$ cat src/rtl/wb_arbiter.sv
// Writeback arbiter: three producer FIFOs (ALU, MEM, MDU) drained round-robin onto two regfile write ports.
// Optional same-cycle bypass of empty FIFOs is enabled by defining WB_BYPASS_EN.
module wb_arbiter #(
   parameter int unsigned DEPTH = 2,
   parameter int unsigned XLEN  = 32
) (
   input  logic            clk,
   input  logic            reset_n,
   input  logic            alu_valid,
   output logic            alu_ready,
   input  logic [4:0]      alu_rd,
   input  logic [XLEN-1:0] alu_data,
   input  logic            mem_valid,
   output logic            mem_ready,
   input  logic [4:0]      mem_rd,
   input  logic [XLEN-1:0] mem_data,
   input  logic            mdu_valid,
   output logic            mdu_ready,
   input  logic [4:0]      mdu_rd,
   input  logic [XLEN-1:0] mdu_data,
   output logic [4:0]      wreg0,
   output logic [XLEN-1:0] wdata0,
   output logic            wen0,
   output logic [4:0]      wreg1,
   output logic [XLEN-1:0] wdata1,
   output logic            wen1,
   output logic            idle
);
   localparam int unsigned NSRC = 3;
   localparam int unsigned RW   = 5;
   localparam int unsigned PW   = (DEPTH > 1) ? $clog2(DEPTH) : 1;
   localparam int unsigned CW   = PW + 1;

   logic [NSRC-1:0]           in_valid;
   logic [NSRC-1:0][RW-1:0]   in_rd;
   logic [NSRC-1:0][XLEN-1:0] in_data;

   logic [RW-1:0]             fifo_rd   [NSRC][DEPTH];
   logic [XLEN-1:0]           fifo_data [NSRC][DEPTH];
   logic [NSRC-1:0][PW-1:0]   rptr;
   logic [NSRC-1:0][PW-1:0]   wptr;
   logic [NSRC-1:0][CW-1:0]   count;
   logic [NSRC-1:0][CW-1:0]   count_nxt;
   logic [NSRC-1:0]           ready_q;
   logic [1:0]                rr;
   logic [1:0]                rr_nxt;

   logic [NSRC-1:0]           elig;
   logic [NSRC-1:0]           byp;
   logic [NSRC-1:0]           push;
   logic [NSRC-1:0]           pop;
   logic [NSRC-1:0]           granted;
   logic [NSRC-1:0][RW-1:0]   head_rd;
   logic [NSRC-1:0][XLEN-1:0] head_data;
   logic                      ga;
   logic                      gb;
   logic                      found_b;
   logic [1:0]                ia;
   logic [1:0]                ib;
   logic [2:0]                scan_sum;
   logic [1:0]                scan_idx;
   logic                      all_empty_nxt;

   assign in_valid   = {mdu_valid, mem_valid, alu_valid};
   assign in_rd      = {mdu_rd, mem_rd, alu_rd};
   assign in_data    = {mdu_data, mem_data, alu_data};
   assign alu_ready  = ready_q[0];
   assign mem_ready  = ready_q[1];
   assign mdu_ready  = ready_q[2];

   // Per-source head and grant eligibility
   always_comb begin
      byp       = '0;
      elig      = '0;
      head_rd   = '0;
      head_data = '0;
      for (int i = 0; i < NSRC; i++) begin
         head_rd[i]   = fifo_rd[i][rptr[i]];
         head_data[i] = fifo_data[i][rptr[i]];
         elig[i]      = (count[i] != '0);
`ifdef WB_BYPASS_EN
         if ((count[i] == '0) && in_valid[i] && (in_rd[i] != '0)) begin
            byp[i]       = 1'b1;
            elig[i]      = 1'b1;
            head_rd[i]   = in_rd[i];
            head_data[i] = in_data[i];
         end
`endif
      end
   end

   // Round-robin scan from rr: first eligible head is A, next is B unless it targets the same rd
   always_comb begin
      ga       = 1'b0;
      found_b  = 1'b0;
      ia       = 2'd0;
      ib       = 2'd0;
      scan_sum = 3'd0;
      scan_idx = 2'd0;
      rr_nxt   = rr;
      for (int k = 0; k < NSRC; k++) begin
         scan_sum = 3'(rr) + 3'(k);
         if (scan_sum >= 3'(NSRC)) scan_sum = scan_sum - 3'(NSRC);
         scan_idx = scan_sum[1:0];
         if (elig[scan_idx]) begin
            if (!ga) begin
               ga = 1'b1;
               ia = scan_idx;
            end else if (!found_b) begin
               found_b = 1'b1;
               ib      = scan_idx;
            end
         end
      end
      gb = found_b && (head_rd[ib] != head_rd[ia]);
      if (gb)      rr_nxt = (ib == 2'd2) ? 2'd0 : ib + 2'd1;
      else if (ga) rr_nxt = (ia == 2'd2) ? 2'd0 : ia + 2'd1;
   end

   // FIFO push/pop and next occupancy
   always_comb begin
      granted       = '0;
      pop           = '0;
      push          = '0;
      count_nxt     = count;
      all_empty_nxt = 1'b1;
      for (int i = 0; i < NSRC; i++) begin
         granted[i]   = (ga && (ia == 2'(i))) || (gb && (ib == 2'(i)));
         pop[i]       = granted[i] && (count[i] != '0);
         push[i]      = in_valid[i] && ready_q[i] && (in_rd[i] != '0) && !(byp[i] && granted[i]);
         count_nxt[i] = count[i] + CW'(push[i]) - CW'(pop[i]);
         if (count_nxt[i] != '0) all_empty_nxt = 1'b0;
      end
   end

   always_ff @(posedge clk or negedge reset_n) begin
      if (!reset_n) begin
         rptr    <= '0;
         wptr    <= '0;
         count   <= '0;
         ready_q <= '1;
      end else begin
         for (int i = 0; i < NSRC; i++) begin
            if (push[i]) wptr[i] <= wptr[i] + PW'(1);
            if (pop[i])  rptr[i] <= rptr[i] + PW'(1);
            count[i]   <= count_nxt[i];
            ready_q[i] <= (count_nxt[i] != CW'(DEPTH));
         end
      end
   end

   // Entry storage needs no reset; occupancy is tracked by count
   always_ff @(posedge clk) begin
      for (int i = 0; i < NSRC; i++) begin
         if (push[i]) begin
            fifo_rd[i][wptr[i]]   <= in_rd[i];
            fifo_data[i][wptr[i]] <= in_data[i];
         end
      end
   end

   always_ff @(posedge clk or negedge reset_n) begin
      if (!reset_n) begin
         wen0   <= 1'b0;
         wen1   <= 1'b0;
         wreg0  <= '0;
         wreg1  <= '0;
         wdata0 <= '0;
         wdata1 <= '0;
         rr     <= 2'd0;
         idle   <= 1'b1;
      end else begin
         wen0 <= ga;
         wen1 <= gb;
         if (ga) begin
            wreg0  <= head_rd[ia];
            wdata0 <= head_data[ia];
         end
         if (gb) begin
            wreg1  <= head_rd[ib];
            wdata1 <= head_data[ib];
         end
         rr   <= rr_nxt;
         idle <= all_empty_nxt && !ga && !gb;
      end
   end

endmodule

$ cat config.mk
export PLATFORM = sky130hd
export DESIGN_NAME = wb_arbiter
export DESIGN_NICKNAME = d
export VERILOG_FILES = /design/src/rtl/wb_arbiter.sv
export SDC_FILE = /design/constraint.sdc
export NUM_CORES = 1
export LEC_CHECK = 0
export ABC_AREA = 0
export CORE_MARGIN = 3
export CORE_UTILIZATION = 47
export CTS_BUF_LIST = sky130_fd_sc_hd__clkbuf_8
export CTS_CLUSTER_DIAMETER = 60
export DETAILED_ROUTE_END_ITERATION = 16
export GPL_ROUTABILITY_DRIVEN = 0
export GPL_TIMING_DRIVEN = 0
export PLACE_DENSITY_LB_ADDON = 0.08
export SYNTH_ARGS = -nofsm -noshare
export SYNTH_HDL_FRONTEND = slang
export SYNTH_SLANG_ARGS = --single-unit
$ cat constraint.sdc
create_clock -name clk -period 5.7 [get_ports clk]
set_input_delay 0.57 -clock clk [delete_from_list [all_inputs] [get_ports clk]]
set_output_delay 0.57 -clock clk [all_outputs]
set_load 0.005 [all_outputs]
Yosys cells after proc, flatten, opt, wreduce, memory -nomap -nowiden

Memory sizes are Yosys's and may differ from the RTL's.
Cells that the tools add are included.

Muxes and demuxes: 80
$add $sub $neg: 19
Equality and inequality tests: 8
Reductions and logical operators: 38
Magnitude comparators: 17
Bitwise gates (word level): 6

Operators with widths:

| operator                                                                             | count |
|---|---|
| 32-bit 2-to-1 mux                                                                    | 14 |
| 64-bit 2-to-1 mux                                                                    | 3 |
| 32-bit binary-select mux with 2-bit select                                           | 2 |
| 32-bit demux with 1-bit select                                                       | 3 |
| 5-bit 2-to-1 mux                                                                     | 14 |
| 2-bit 2-to-1 mux                                                                     | 17 |
| 10-bit 2-to-1 mux                                                                    | 3 |
| 1-bit logical AND                                                                    | 21 |
| 5-bit binary-select mux with 2-bit select                                            | 2 |
| 1-bit 2-to-1 mux                                                                     | 16 |
| 5-bit demux with 1-bit select                                                        | 3 |
| 2-bit by 3-bit < comparator with 1-bit output (second input constant)                | 5 |
| 5-bit nonzero test                                                                   | 3 |
| 2-bit greater-or-equal comparator (second input constant)                            | 7 |
| 2-bit nonzero test                                                                   | 7 |
| 1-bit inverter with 2-bit output                                                     | 6 |
| 1-bit adder (second input constant)                                                  | 6 |
| 2-bit by 1-bit adder with 2-bit output                                               | 3 |
| 1-bit binary-select mux with 2-bit select                                            | 3 |
| 3-bit by 2-bit greater-or-equal comparator with 1-bit output (second input constant) | 2 |
| 2-bit by 1-bit < comparator with 1-bit output (second input constant)                | 3 |
| 2-bit != test (second input constant)                                                | 3 |
| 2-bit by 1-bit subtractor with 2-bit output                                          | 3 |
| 2-bit subtractor (second input constant)                                             | 3 |
| other kinds (9)                                                                      | 16 |

Logic and storage cells: 188
Input port bits: 116
Memories: 2
Bits in registers: 94
RAM bits: 222
Output and inout port bits: 80

Memory list:

| name      | depth | bits a word | read ports | clocked after Yosys merged registers in | wr ports | line | RTL |
|---|---|---|---|---|---|---|---|
| fifo_data | 3     | 64          | 3          | 0                                       | 3        | 39   | `logic [XLEN-1:0] fifo_data [NSRC][DEPTH];` |
| fifo_rd   | 3     | 10          | 3          | 0                                       | 3        | 38   | `logic [RW-1:0] fifo_rd [NSRC][DEPTH];` |

Depth between registers and ports, before layout

Gate-level depths: netlist of the first run.

Depth in word-level cells: 24
Mapped depth: 20
Mapped depth without buffers: 17

Worst setup path after synthesis of the first run

OpenSTA, ideal clock, no wires.

Path type: reg2reg
From: register rr[0]
To: register ready_q[2]
Clock period less this slack: 4.133 ns
Slack: 1.567 ns
Arrival time: 4.049 ns
Setup time: 0.084 ns
Required time: 5.616 ns
Path buffers: 2
Cell stages (with the launch flop): 19
Cell sequence: dfrtp_1 inv_1 ha_1 clkbuf_1 nand2b_1 or4_4 a31o_4 a311oi_1 xor2_1 o2111a_2 a21oi_4 buf_6 a21bo_2 ha_1 inv_1 ha_1 xor2_1 xnor2_1 or2_2

Cells in the longest elaborated chain, start to end: 19
Elaborated cells between the ends (all ways): 48
Those cells by class: 6 x add/sub; 3 x order compare; 4 x eq/ne; 30 x mux; 5 x reduce/logical

Ends and longest elaborated chain:

| element                                                                         | line | RTL |
|---|---|---|
| from (decl)                                                                     | 45   | `logic [1:0] rr;` |
| from (signal assigned)                                                          | 183  | `rr <= rr_nxt;` |
| branches (longest 13 deep; another with 2-bit by 1-bit adder with 3-bit output) | -    |  |
| 1-bit logical AND *                                                             | 115  | `gb = found_b && (head_rd[ib] != head_rd[ia]);` |
| via gb                                                                          | 56   | `logic gb;` |
| 1-bit logical AND *                                                             | 128  | `granted[i] = (ga && (ia == 2'(i))) \|\| (gb && (ib == 2'(i)));` |
| 1-bit logical OR *                                                              | 128  |  |
| 1-bit logical AND *                                                             | 129  | `pop[i] = granted[i] && (count[i] != '0);` |
| via pop[2]                                                                      | 51   | `logic [NSRC-1:0] pop;` |
| 2-bit by 1-bit subtractor with 2-bit output *                                   | 131  | `count_nxt[i] = count[i] + CW'(push[i]) - CW'(pop[i]);` |
| 2-bit != test *                                                                 | 147  | `ready_q[i] <= (count_nxt[i] != CW'(DEPTH));` |
| to (signal, indexed assignment)                                                 | 147  |  |
| to (decl)                                                                       | 44   | `logic [NSRC-1:0] ready_q;` |

Mark *: on every way through the listed nets, which the timed path passes. The select of a mux whose other input is x is not followed.
A chain may end at the register's enable or synchronous reset.

Worst setup path after layout of the first run

From: register rr[0]
To: register idle

Cells in the longest elaborated chain, start to end: 24
Elaborated cells between the ends (all ways): 71
Those cells by class: 8 x add/sub; 3 x order compare; 5 x eq/ne; 33 x mux; 22 x reduce/logical

Ends and longest elaborated chain:

| element                                                                         | line | RTL |
|---|---|---|
| branches (longest 13 deep; another with 2-bit by 1-bit adder with 3-bit output) | -    |  |
| 1-bit logical AND *                                                             | 115  |  |
| via gb                                                                          | 56   |  |
| 1-bit logical AND *                                                             | 128  |  |
| 1-bit logical OR *                                                              | 128  |  |
| 1-bit logical AND *                                                             | 129  |  |
| via pop[0]                                                                      | 51   |  |
| 2-bit by 1-bit subtractor with 2-bit output *                                   | 131  |  |
| 2-bit nonzero test *                                                            | 132  | `if (count_nxt[i] != '0) all_empty_nxt = 1'b0;` |
| 1-bit 2-to-1 mux * (3 in a row)                                                 | 132  |  |
| 1-bit logical AND * (2 in a row)                                                | 184  | `idle <= all_empty_nxt && !ga && !gb;` |
| to (signal assigned)                                                            | 184  |  |
| to (decl)                                                                       | 27   | `output logic idle` |

Marks and branches as above.

==> flow_summary.ini, run 1 <==
[run_status]
status = complete, no violations

[placed_design]
postPlaceCellArea_um2 = 15840
hpwl_mm = 25.16
io_buffers = 195

[layout]
drive_gt1_frac = 0.1444
multi_input_area_um2 = 3941
finalNetCount = 1259
seq_area_um2 = 9024
area_growth_pct = 27.21
final_util = 0.6160
num-fill-cells = 2196
fin_area_um2 = 16830

[sta]
max-slew-margin-rel = 0.2769
hold_viol = 0
fin_skew_ns = 0.02506
tightest_slew_ns = 1.085
timing.final.crit_share = 0.8891
period_minus_slack_ns = 5.068
fmax_mhz = 197.3
final_max_slew_viol_count = 0
hold_ws_ns = 0.01195
setup_violations = 0
rsz0062_at_grt = no

[route]
routed-wl-met3_mm = 2.353
drt_iter0_drc = 754
firstDrtPassIters = 5
drc = 0
routed_wl_mm = 36.12
vias = 8714
dr.max_layer_used = met4
via_per_inst = 5.622
route.met2.wl_mm = 16.94
drt-met1-wl_mm = 15.77
ant_nets = 0
avgRoutedWirePerCell_um = 23.30

[setup_path]
critPathLaunchType = register
cp_top_family = compound AO/OA/AOI/OAI gates
end_kind = register
path_class = reg -> reg
crit_fanout = 10
cpPeakStageDelay_ns = 0.67
path_cells = inv_1 > ha_1 > clkbuf_1 > o32ai_1 > or2_1 > clkbuf_1 > mux2_2 > or3_1 > o211a_1 > a21oi_4 > buf_6 > a21o_1 > ha_1 > inv_1 > ha_1 > xor2_1 > xnor2_1 > nand4_1 > nor2_1
slowest_stage = o32ai_1
critPathArrivalTime_ns = 5.58
cpMostUsedCell = ha_1
path_buf_inv = 5
crit_required_ns = 6.21

[worst_hold_path]
hold_class = in -> async

[clock_network]
cts.clk_slew.worst_paths_ns = 0.06
cts_resized = 0
cts.sinks = 316
cts-root-buf = clkbuf_8
cts_tree = yes
postCtsHoldBufs = 0
cts_made_buffers = 51
worstSkewPairLatency_ns = 0.58
post_cts_buffers = 0
cts_buffer_depth = 3
htree_num_levels = 2

[yosys]
synth_most_common_cell = edfxtp_1
synth_top_area_share = 0.5038
netlist_instances = 880
synthSimpleGateAreaFrac = 0.03877
yosysWarningCount = 0
synth-compound-area-share = 0.1064
synth_xor_area_frac = 0.009928
synth_fa_ha_area_frac = 0.007564
synth_top_family_by_area = multiplexers
synth_top_cell_by_area = edfxtp_1
synth_common_cells = 222 x edfxtp_1, 100 x mux2i_1, 90 x dfrtp_1, 83 x o21ai_0, 47 x clkbuf_1
synth_flop_cell = edfxtp_1
yosysSeqAreaShare = 0.6819
synth_fp_nets = 1004
yosys-top-cells-area = edfxtp_1 50%, dfrtp_1 17%, mux2i_1 7.6%
synthMuxAreaShare = 0.1318
synth_area_per_cell_um2 = 15.04
postSynth.asyncResetShare = 0.2975
ys_seq_elements = 316
synth-edff-count = 222
syn-cell-area_um2 = 13230
ys_types = 54

[grt]
grt_pass1_vias = 8904
track_usage = 0.2351
antenna_found_initial = 1
grt_max_degree = 53
overflow = 0
grt_first_pass_wirelength_mm = 53.76

[flow_run]
cap_viol_max_count = 0

[power_and_ir_drop]
pwr_density_cell_nw_per_um2 = 708.1
p_leak_nw = 6.373
peakVddDrop_mv = 0.3818

[floorplan]
start_util = 0.4842
rows = 60
fp.coreArea_um2 = 27330
fp.dieW_um = 173.8
pin_count = 196
dieArea_um2 = 30200
die_h_um = 173.8
-- power by group --
group          switching, mW  internal, mW
Sequential             0.343          3.29
Clock                  0.886         0.967
Combinational           3.51          2.92
-- through the flow --
stage          setup TNS, ns  instances  worst slack [ns]  power, mW
2_1_floorplan              0        880             1.567      7.713
4_1_cts                    0       1549            0.7321      11.94
3_5_place_dp               0       1454            0.7887      10.05
6_report                   0       1550            0.6321      11.92
3_3_place_gp          -8.724       1447           -0.1056      9.891
5_1_grt                    0       1550            0.2862      12.64
-- sequential cells by signal (all words and copies together), names as in the netlist --
register,flops
rr,2
wdata1,32
wen1,1
wen0,1
idle,1
fifo_data,192
wdata0,32
ready_q,3
wreg1,5
count,6
wreg0,5
fifo_rd,30
rptr,3
wptr,3
-- layout make-up --
class                      instances  area share
inverter                          20    0.004460
clock buffer                      60     0.04906
multi-input combinational        489      0.2341
timing repair buffer             202      0.1246
buffer                            55     0.01412
antenna                            1   0.0001487
sequential                       316      0.5360
tap                              372     0.02765
clock inverter                    35    0.009811
-- final timing paths --
kind / from / endpoint / slack (ns) / depth (start not counted)
max: rr[0] / idle / 0.63 / 19
min: reset_n / wptr[1] / 0.01 / 1
max reg2reg: rr[0] / idle / 0.63 / 19
min reg2reg: wdata1[11] / wdata1[11] / 0.51 / 1
max in group asynchronous: reset_n / wdata0[19] / 4.95 / 2
min in group clk: wdata1[11] / wdata1[11] / 0.51 / 1
-- placed cells by master (no fill, tap or decap), types with 33 or more instances in the layout --
cell type	instances
clkbuf_1	47
clkdlybuf4s50_1	194
edfxtp_1	222
dfrtp_1	90
nand2_1	39
mux2_4	33
clkbuf_8	60
mux2i_1	100
o21ai_0	83
inv_1	35
-- logic make-up after synthesis --
kind of cell               after synthesis
AOI/OAI and AO/OA                      204
xor gates and xnor gates                15
adders and majority gates                8
buffers and inverters                   75
DFF                                    316
muxes                                  155
and+or+nand+nor                        107
-- routing by layer --
layer,vias to the layer above,global-route usage
met4,0,0.07406
met3,66,0.04709
met5,-,0
li1,3932,-
met1,4357,0.3238
met2,359,0.3790
No activity file was read; power rests on OpenSTA's default activity.
==> run 2, diff against run 1 <==
- ABC_CLOCK_PERIOD_IN_PS: unset -> 5700
==> results of run 2 <==
The final DEF is identical to that of run 1; final timing and power are the same.
==> run 3, diff against run 2 <==
- CAP_MARGIN: unset -> 30
- SKIP_LAST_GASP: unset -> 1
==> flow_summary.ini, run 3 (same netlist as run 1, synthesis figures left out) <==
[grt]
antenna_found_initial = 1
grt_pass1_vias = 8804
grt_first_pass_wirelength_mm = 53.86
overflow = 0
track_usage = 0.2343
grt_max_degree = 53

[placed_design]
postPlaceCellArea_um2 = 15850
hpwl_mm = 25.16
place_inst = 1455
io_buffers = 195
dp_slack_ns = 0.7625

[floorplan]
pin_count = 196
rows = 60
dieArea_um2 = 30200
fp.coreArea_um2 = 27330
die_h_um = 173.8
fp.dieW_um = 173.8
start_util = 0.4842

[clock_network]
cts-root-buf = clkbuf_8
cts_resized = 0
cts_buffer_depth = 3
htree_num_levels = 2
worstSkewPairLatency_ns = 0.57
postCtsHoldBufs = 0
cts_tree = yes
cts_made_buffers = 51
post_cts_buffers = 0
cts.sinks = 316
cts.clk_slew.worst_paths_ns = 0.06

[sta]
rsz0062_at_grt = no
tightest_slew_ns = 1.013
setup_violations = 0
fmax_mhz = 197.6
hold_ws_ns = 0.02614
timing.final.crit_share = 0.8880
period_minus_slack_ns = 5.062
final_max_slew_viol_count = 0
fin_skew_ns = 0.02804
fin_ws_ns = 0.6385
hold_viol = 0
max-slew-margin-rel = 0.3250

[route]
via_per_inst = 5.623
ant_nets = 0
routed_wl_mm = 35.95
drc = 0
vias = 8733
firstDrtPassIters = 7
avgRoutedWirePerCell_um = 23.15
drt_iter0_drc = 775

[layout]
area_growth_pct = 28.06
fin_area_um2 = 16950
drive_gt1_frac = 0.1407
final_cell_mix = 222 x edfxtp_1, 194 x clkdlybuf4s50_1, 100 x mux2i_1
layout_commonest_cell = edfxtp_1
stdcell_count = 1553
largest_reg_flops = 192
seq_area_um2 = 9024
num-fill-cells = 2177
finalNetCount = 1261
multi_input_area_um2 = 3941

[power_and_ir_drop]
peakVddDrop_mv = 0.4638
power_mw = 12.04
pwr_density_cell_nw_per_um2 = 710.6
p_leak_nw = 6.440

[setup_path]
slowest_stage = o32ai_1
path_cells = inv_1 > ha_1 > clkbuf_1 > o32ai_1 > or2_1 > clkbuf_1 > mux2_2 > or3_1 > o211a_1 > a21oi_4 > buf_6 > a21o_1 > ha_1 > inv_1 > ha_1 > xor2_1 > xnor2_1 > nand4_1 > nor2_1
r2r_end = idle
cp_top_family = compound AO/OA/AOI/OAI gates
cpMostUsedCell = ha_1
cpPeakStageDelay_ns = 0.67
critPathArrivalTime_ns = 5.55
critPathLaunchType = register
reg2reg_setup_slack_ns = 0.64
crit_fanout = 10
timing.rr.start = rr[0]
path_class = reg -> reg
end_kind = register
reg2reg_depth = 19
path_buf_inv = 5
crit_required_ns = 6.19

[worst_hold_path]
hold_class = in -> async

[flow_run]
cap_viol_max_count = 0

[run_status]
status = complete, no violations
==> run 3: cell count changes in the layout (fill, tap and decap cells not counted) <==
cell | previous run | this run
bufinv_16 | 0 | 1
clkbuf_8 | 60 | 68
clkinv_2 | 15 | 2
clkinv_1 | 2 | 3
buf_8 | 0 | 1
inv_1 | 35 | 41
clkinvlp_4 | 2 | 0
buf_6 | 4 | 5
==> run 3: worst max path at each step <==
| stage | cells after the start | end | slack [ns] | start |
|---|---|---|---|---|
| global placement | 1 | wdata0[19] | -0.11 | reset_n |
| detailed placement | 19 | idle | 0.76 | rr[0] |
| finish | 19 | idle | 0.64 | rr[0] |
| floorplan | 18 | ready_q[2] | 1.57 | rr[0] |
| CTS | 19 | idle | 0.72 | rr[0] |
| global route | 19 | idle | 0.35 | rr[0] |
==> run 3: metal layers <==
| metal | up-vias | track usage | share of wire |
|---|---|---|---|
| met1 | 4365 | 0.3265 | 0.44 |
| met2 | 371 | 0.3796 | 0.47 |
| met4 | 0 | 0.06702 | 0.025 |
| met5 | - | 0 | 0 |
| met3 | 63 | 0.04293 | 0.062 |
| li1 | 3934 | - | - |
==> run 3: metrics by stage <==
| step | setup TNS, ns | util |
|---|---|---|
| after floorplan | 0 | - |
| after global placement | -8.724 | 0.5727 |
| after detailed placement | 0 | 0.5801 |
| after CTS | 0 | 0.6195 |
| after global routing | 0 | 0.6201 |
| final | 0 | 0.6201 |
==> run 3: final cells by class <==
type / count / share of cell area
clock inverter: 28 / 0.008343
inverter: 20 / 0.004430
multi-input combinational: 489 / 0.2326
timing repair buffer: 204 / 0.1253
tap: 372 / 0.02747
antenna: 1 / 0.0001477
clock buffer: 68 / 0.05523
buffer: 55 / 0.01403
sequential: 316 / 0.5325
==> run 3: power by group <==
group	total (mW)	switching, mW	internal [mW]
Clock	1.98	0.874	1.11
Sequential	3.63	0.342	3.29
Combinational	6.43	3.49	2.94
Total	12.0	4.71	7.33
